--- config.mk ---
export PLATFORM = sky130hd
export DESIGN_NAME = uart_tx_fifo
export DESIGN_NICKNAME = d
export VERILOG_FILES = /design/src/rtl/uart_tx_fifo.sv
export SDC_FILE = /design/constraint.sdc
export NUM_CORES = 1
export LEC_CHECK = 0
export ABC_CLOCK_PERIOD_IN_PS = 6800
export BUFFER_PORTS_ARGS = -buffer_cell sky130_fd_sc_hd__buf_2
export CAP_MARGIN = 10
export CORE_MARGIN = 2
export CORE_UTILIZATION = 65
export CTS_BUF_LIST = sky130_fd_sc_hd__clkbuf_8
export DETAILED_ROUTE_END_ITERATION = 6
export GPL_TIMING_DRIVEN = 1
export PLACE_DENSITY_LB_ADDON = 0.2
export SLEW_MARGIN = 15
export SYNTH_ARGS = -nofsm -noshare
export SYNTH_HDL_FRONTEND = slang
export SYNTH_SLANG_ARGS = --single-unit
--- constraint.sdc ---
create_clock -name txclk -period 6.8 [get_ports txclk]
set_input_delay 1.02 -clock txclk [delete_from_list [all_inputs] [get_ports txclk]]
set_output_delay 1.02 -clock txclk [all_outputs]
set_load 0.005 [all_outputs]
--- src/rtl/uart_tx_fifo.sv ---
// uart_tx_fifo: byte FIFO and launch controller feeding a UART transmitter.
// The host burst-writes bytes with a valid/ready handshake. The block hands them
// to the transmitter one at a time on din/wr_en, pacing itself on tx_busy.
//
// Ports:
//   txclk    in   1      transmit-domain clock, rising edge
//   rst      in   1      synchronous active-high reset
//   wdata    in   8      host byte to enqueue
//   wvalid   in   1      host write request
//   wready   out  1      combinational !full; a push happens when wvalid && wready
//   din      out  8      byte to the transmitter, stable while wr_en=1
//   wr_en    out  1      registered launch request to the transmitter
//   tx_busy  in   1      transmitter frame in progress
//   level    out  AW+1   bytes buffered, not counting the byte in flight
//   overflow out  1      sticky flag: a write arrived while full (cleared by rst)
//   idle     out  1      combinational: empty, FSM in IDLE and !tx_busy
//   cts_n    in   1      only with UART_TX_FIFO_CTS_EN: active-low clear-to-send
//
// Build option: define UART_TX_FIFO_CTS_EN to add cts_n and gate launches on it.
module uart_tx_fifo #(
  parameter int unsigned DEPTH = 16,
  localparam int unsigned AW = $clog2(DEPTH)
) (
  input  logic          txclk,
  input  logic          rst,
`ifdef UART_TX_FIFO_CTS_EN
  input  logic          cts_n,
`endif
  input  logic [7:0]    wdata,
  input  logic          wvalid,
  output logic          wready,
  output logic [7:0]    din,
  output logic          wr_en,
  input  logic          tx_busy,
  output logic [AW:0]   level,
  output logic          overflow,
  output logic          idle
);

  localparam int unsigned LW = AW + 1;

  typedef enum logic [1:0] {
    IDLE      = 2'd0,
    LAUNCH    = 2'd1,
    WAIT_DONE = 2'd2
  } state_t;

  state_t      state;
  state_t      state_nx;
  logic [7:0]  mem [DEPTH];
  logic [AW:0] wr_ptr;
  logic [AW:0] rd_ptr;
  logic        empty;
  logic        full;
  logic        push;
  logic        pop;
  logic        go;

  // The pointers carry an extra wrap bit so that full and empty can be told apart.
  assign empty  = (wr_ptr == rd_ptr);
  assign full   = (wr_ptr[AW-1:0] == rd_ptr[AW-1:0]) && (wr_ptr[AW] != rd_ptr[AW]);
  assign wready = !full;
  assign push   = wvalid && !full;
  assign idle   = empty && (state == IDLE) && !tx_busy;

`ifdef UART_TX_FIFO_CTS_EN
  // Two-flop synchroniser. It resets to "not clear" so nothing launches until
  // cts_n has actually been seen low.
  logic [1:0] cts_sync;

  always_ff @(posedge txclk) begin
    if (rst) cts_sync <= 2'b11;
    else     cts_sync <= {cts_sync[0], cts_n};
  end

  assign go = !cts_sync[1];
`else
  assign go = 1'b1;
`endif

  // Next-state logic. A byte is popped only on the IDLE->LAUNCH transition.
  always_comb begin
    state_nx = state;
    pop      = 1'b0;
    case (state)
      IDLE: begin
        if (!empty && !tx_busy && go) begin
          state_nx = LAUNCH;
          pop      = 1'b1;
        end
      end
      LAUNCH: begin
        if (tx_busy) state_nx = WAIT_DONE;
      end
      WAIT_DONE: begin
        if (!tx_busy) state_nx = IDLE;
      end
      default: state_nx = IDLE;
    endcase
  end

  // State register. wr_en is registered from the next state so it tracks LAUNCH exactly.
  always_ff @(posedge txclk) begin
    if (rst) begin
      state <= IDLE;
      wr_en <= 1'b0;
    end else begin
      state <= state_nx;
      wr_en <= (state_nx == LAUNCH);
    end
  end

  // Storage array. It has no reset because only the pointers define its contents.
  always_ff @(posedge txclk) begin
    if (push) mem[wr_ptr[AW-1:0]] <= wdata;
  end

  // Pointers, level counter, launch data and the sticky overflow flag.
  always_ff @(posedge txclk) begin
    if (rst) begin
      wr_ptr   <= '0;
      rd_ptr   <= '0;
      level    <= '0;
      din      <= 8'h00;
      overflow <= 1'b0;
    end else begin
      if (push) wr_ptr <= wr_ptr + LW'(1);
      if (pop) begin
        rd_ptr <= rd_ptr + LW'(1);
        din    <= mem[rd_ptr[AW-1:0]];
      end
      case ({push, pop})
        2'b10:   level <= level + LW'(1);
        2'b01:   level <= level - LW'(1);
        default: level <= level;
      endcase
      if (wvalid && full) overflow <= 1'b1;
    end
  end

endmodule

======== After elaboration in Yosys (flattened, before gate mapping) ========
Memories as Yosys holds them, arrays and structs flattened. A register that Yosys moved wholly into a read port is not among the register bits.
Index checks and enable logic that the tools add are counted.
storage, ports and cells
  bits of input ports ..................... 12
  bits in writable memories ............... 128
  flip-flop bits (word level) ............. 19
  memories ................................ 1
  output and inout bits ................... 17
memory list
  memory  depth  width  rd ports  clocked after memory_dff  write ports  line  source
  mem     16     8      1         1                         1            50    logic [7:0] mem [DEPTH];
operators by class
  mux-type cells .......................... 9
  add/subtract/negate cells ............... 4
  eq/ne operators ......................... 8
  reductions and logical operators ........ 11
operator list
  operator                                                             number
  5-bit by 1-bit adder with 5-bit output (second input constant)       3
  5-bit one-hot mux with 2 select lines                                1
  2-bit by 1-bit == test with 1-bit output (second input constant)     3
  1-bit logical AND                                                    6
  2-bit two-way mux                                                    3
  2-bit one-hot mux with 3 select lines                                1
  5-bit == test                                                        1
  5-bit by 1-bit subtractor with 5-bit output (second input constant)  1
  2-bit == test (second input constant)                                2
  4-bit == test                                                        1
  1-bit two-way mux                                                    4
  1-bit logical NOT                                                    3
  2-bit logical NOT                                                    1
  2-bit nonzero test                                                   1
  1-bit inequality test                                                1

======== Longest topological paths before layout ========
  depth after elaboration ................. 7
  gate-level depth with buffers ........... 15
  mapped depth without buffers ............ 12

======== Worst setup path after synthesis ========
Ideal clock, no wire load.
  kind .................................... in2reg
  start point ............................. input port tx_busy
  end point ............................... register level[4]
  arrival ................................. 3.322 ns
  required time ........................... 6.677 ns
  cell stages on the path ................. 13
  slack ................................... 3.355 ns
  buffers on the path ..................... 2
  path through ............................ nor3_1 -> o21ai_2 -> buf_2 -> inv_1 -> ha_1 -> clkbuf_1 -> xor2_1 -> ha_1 -> o21a_1 -> o21ai_1 -> nand2b_1 -> a211oi_1 -> mux2_1
on the way
  word-level cells in the longest chain between the ends .. 6
  elaborated cells on any way between the ends .. 8
ends and longest elaborated chain
  item                                                                         line  source
  start: declaration                                                           34    input logic tx_busy,
  1-bit logical NOT (*)                                                        -
  1-bit logical AND (*)                                                        87    if (!empty && !tx_busy && go) begin
  1-bit two-way mux (*)                                                        87
  1-bit two-way mux (*)                                                        85    case (state)
  via pop                                                                      56    logic pop;
  2-bit by 1-bit == test with 1-bit output or 2-bit == test (tied branches)    132   case ({push, pop})
  5-bit one-hot mux with 2 select lines or 2-bit nonzero test (tied branches)  -
  end signal: assignment                                                       133   2'b10: level <= level + LW'(1);
  end signal: assignment                                                       134   2'b01: level <= level - LW'(1);
  end signal: assignment                                                       135   default: level <= level;
  end: declaration                                                             35    output logic [AW:0] level,
Mark *: on every way through the listed nets, which the timed path passes. The rest lies on a longest branch.
A chain may end at the register's enable or synchronous reset.

======== Worst setup path in the final report ========
  start point ............................. register rd_ptr[0]
  end point ............................... register level[4]
on the way
  word-level cells in the longest chain between the ends .. 7
  elaborated cells on any way between the ends .. 13
ends and longest elaborated chain
  item                                                                         line  source
  start: declaration                                                           52    logic [AW:0] rd_ptr;
  start signal: assignment                                                     129   rd_ptr <= rd_ptr + LW'(1);
  5-bit == test (*)                                                            60    assign empty = (wr_ptr == rd_ptr);
  1-bit logical NOT (*)                                                        87
  1-bit logical AND (*)                                                        87
  1-bit two-way mux (*)                                                        87
  1-bit two-way mux (*)                                                        85
  via pop                                                                      56
  2-bit by 1-bit == test with 1-bit output or 2-bit == test (tied branches)    132
  5-bit one-hot mux with 2 select lines or 2-bit nonzero test (tied branches)  -
Marked as above.

==> flow_metrics.py <==
metrics = {
    "floorplan": {
        "num_io_pins": 29,
        "dieArea_um2": 10500,
        "start_util_pct": 67.6,
        "core_area_um2": 9330,
        "rows": 35,
        "fp.dieH_um": 102,
        "die_x_um": 102,
    },
    "cts": {
        "cts_tree": "yes",
        "hold_buffers": 0,
        "clock_path_buffers": 2,
        "cts_resized": 0,
        "cts_sinks": 155,
        "insertion_delay_ps": 440,
        "clk_pin_slew_ps": 90,
        "cts_buffers": 17,
        "h-tree-depth": 4,
        "postCtsSetupRepairBufs": 0,
        "cts_root_buffer": "clkbuf_8",
    },
    "timing": {
        "maxSlewViolCount": 0,
        "fin_setup_tns_ps": 0,
        "rsz0062_at_grt": "no",
        "finalSetupViolCount": 0,
        "fin_crit_sh_pct": 58.2,
        "fmax_mhz": 253,
        "final-hold-violation-count": 0,
        "relSlewSlack_pct": 43.5,
        "tightest_slew_ps": 845,
        "fin_crit_ps": 3960,
        "fin_skew_ps": 8.36,
        "holdWs_ps": 460,
    },
    "synth": {
        "synth_area_per_cell_um2": 17.2,
        "yosys_warnings": 0,
        "synthArstFlopShare_pct": 0,
        "synth.area.top_cells": "edfxtp_1 (61%), mux4_2 (11%), dfxtp_1 (8.6%)",
        "synth.distinct_cells": 45,
        "yosysTopAreaCell": "edfxtp_1",
        "synth_edf_count": 128,
        "yosysSeqAreaShare_pct": 69.5,
        "synth_top_flop_cell": "edfxtp_1",
        "synth_fp_nets": 387,
        "syn-instance-count": 366,
        "synth_seq_cells": 155,
        "synthDominantCellAreaShare_pct": 61.0,
        "syn-cell-area_um2": 6310,
    },
    "worst_setup_path": {
        "crit_type": "reg2reg",
        "crit_path_max_fanout": 36,
        "start_kind": "flop",
        "arrival_ps": 4290,
        "cp-end-kind": "flop",
        "cp_data_required_time_ps": 7140,
    },
    "pwr": {
        "p_comb_share_pct": 13.4,
        "pwr-share-clk_pct": 36.1,
        "peakVddDrop_mv": 0.175,
        "seqPwrFrac_pct": 50.6,
        "p_per_area_nw_per_um2": 307,
        "swShare_pct": 25.1,
        "total_leakage_power_uw": 0.00237,
        "switchingPower_uw": 535,
        "internal_power_uw": 1600,
    },
    "routing": {
        "drtAntennaViolNets": 0,
        "drt_pass1_iterations": 4,
        "drc": 0,
        "viasPerCell": 6.17,
        "wl_per_cell_um": 22.3,
        "first_iter_violations": 396,
        "vias": 3302,
        "drt_wl_total_um": 12000,
    },
    "global_route": {
        "grt-ovfl-total": 0,
        "antenna_found_initial": 0,
        "grt_use_met3_pct": 5.69,
        "met2_usage_pct": 38.7,
        "grt_start_max_net_pins": 37,
        "use_met1_pct": 34.4,
        "grt_pass1_wl_um": 18200,
        "busiest_layer": "met2",
        "grt_pass1_vias": 3306,
        "grtUsageTotal_pct": 24.9,
    },
    "cells_and_area": {
        "n_antenna_cell": 0,
        "fin_cells": 535,
        "area_growth_syn_to_layout_pct": 10.1,
        "final_cell_mix": "edfxtp_1 (128), mux4_2 (32), buf_2 (28), dfxtp_1 (26)",
        "final_common_cell": "edfxtp_1",
        "drive_gt1_share_pct": 25.4,
        "nNetsFinal": 414,
    },
    "place": {
        "dp.cells": 503,
        "dp_hpwl_um": 7400,
        "routabilityCongestion": 0.843,
        "io_buffers": 28,
    },
    "outcome": {
        "outcome": "finished, final reports clean",
    },
    "job": {
        "cap_violations": 0,
    },
    "worst_hold_path": {
        "hold_path.class": "reg2reg",
    },
}
## kinds of logic after synthesis
group | share of synthesized area [%]
buffers and inverters | 2.48
flip-flops | 69.5
AND/OR/NAND/NOR | 5.79
XOR/XNOR | 2.48
multiplexers | 12.2
AO/OA/AOI/OAI | 5.77
adder cells (fa/ha/maj) | 1.79
## power by group through the flow
stage | clock network [µW] | logic (µW) | registers [µW]
6_report | 768 | 285 | 1080
5_1_grt | 805 | 313 | 1080
4_1_cts | 776 | 287 | 1080
3_5_place_dp | 0 | 285 | 1100
3_3_place_gp | 0 | 278 | 1100
2_1_floorplan | 0 | 218 | 1090
## metrics by stage
step / setup slack, ps / utilization [%] / area [µm²] / power, µW
6_report: 2840 / 74.4 / 6940 / 2130
4_1_cts: 2800 / 74.4 / 6940 / 2140
2_1_floorplan: 3350 / - / 6310 / 1310
3_3_place_gp: 2920 / 69.7 / 6500 / 1370
3_5_place_dp: 2810 / 69.7 / 6500 / 1380
5_1_grt: 2520 / 74.4 / 6940 / 2200
## synth_stat cells (7+ instances only)
master	count
clkbuf_1	7
a21o_1	9
ha_1	9
and3_1	12
mux4_2	32
nor2b_1	10
nand2_1	11
a22oi_1	17
xor2_1	10
nor2_1	15
a21oi_1	13
dfxtp_1	27
edfxtp_1	128
## cell type report
class,instances,area (µm²)
flip-flops and latches,155,4390
clock buffers,17,234
repair buffers,31,163
clock inverters,15,213
multi-input cells,182,1770
inverters,6,22.5
fillers,556,2380
well taps,129,161
## state kept, by name, indices dropped and copies added, names as in the netlist
register and flops:
overflow 1, wr_ptr 5, wr_en 1, state 2, level 5, din 8
mem 128, rd_ptr 5
## worst max-delay path: stages, from the launching register on
cell,delay (ps)
dfxtp_2,320
buf_4,540
xnor2_1,210
nand4_2,210
o21ai_2,720
inv_1,150
ha_1,340
xor2_1,190
ha_1,230
o21a_1,170
o21ai_1,110
nand2b_1,70
a211oi_1,250
mux2_1,340
## final timing paths
kind	from	endpoint	slack, ps	cells after the start
worst max-delay path	rd_ptr[0]	level[4]	2840	13
worst min-delay path	din[3]	din[3]	460	2
worst max register to register	rd_ptr[0]	level[4]	2840	13
worst min register to register	din[3]	din[3]	460	2
## layer usage
| layer | routed length [µm] | vias up |
|---|---|---|
| met5 | 0 | - |
| met4 | 260 | 0 |
| met3 | 914 | 29 |
| met2 | 5910 | 138 |
| met1 | 4870 | 1645 |
| li1 | - | 1490 |
Note: power is estimated with default switching activity, not from simulation.
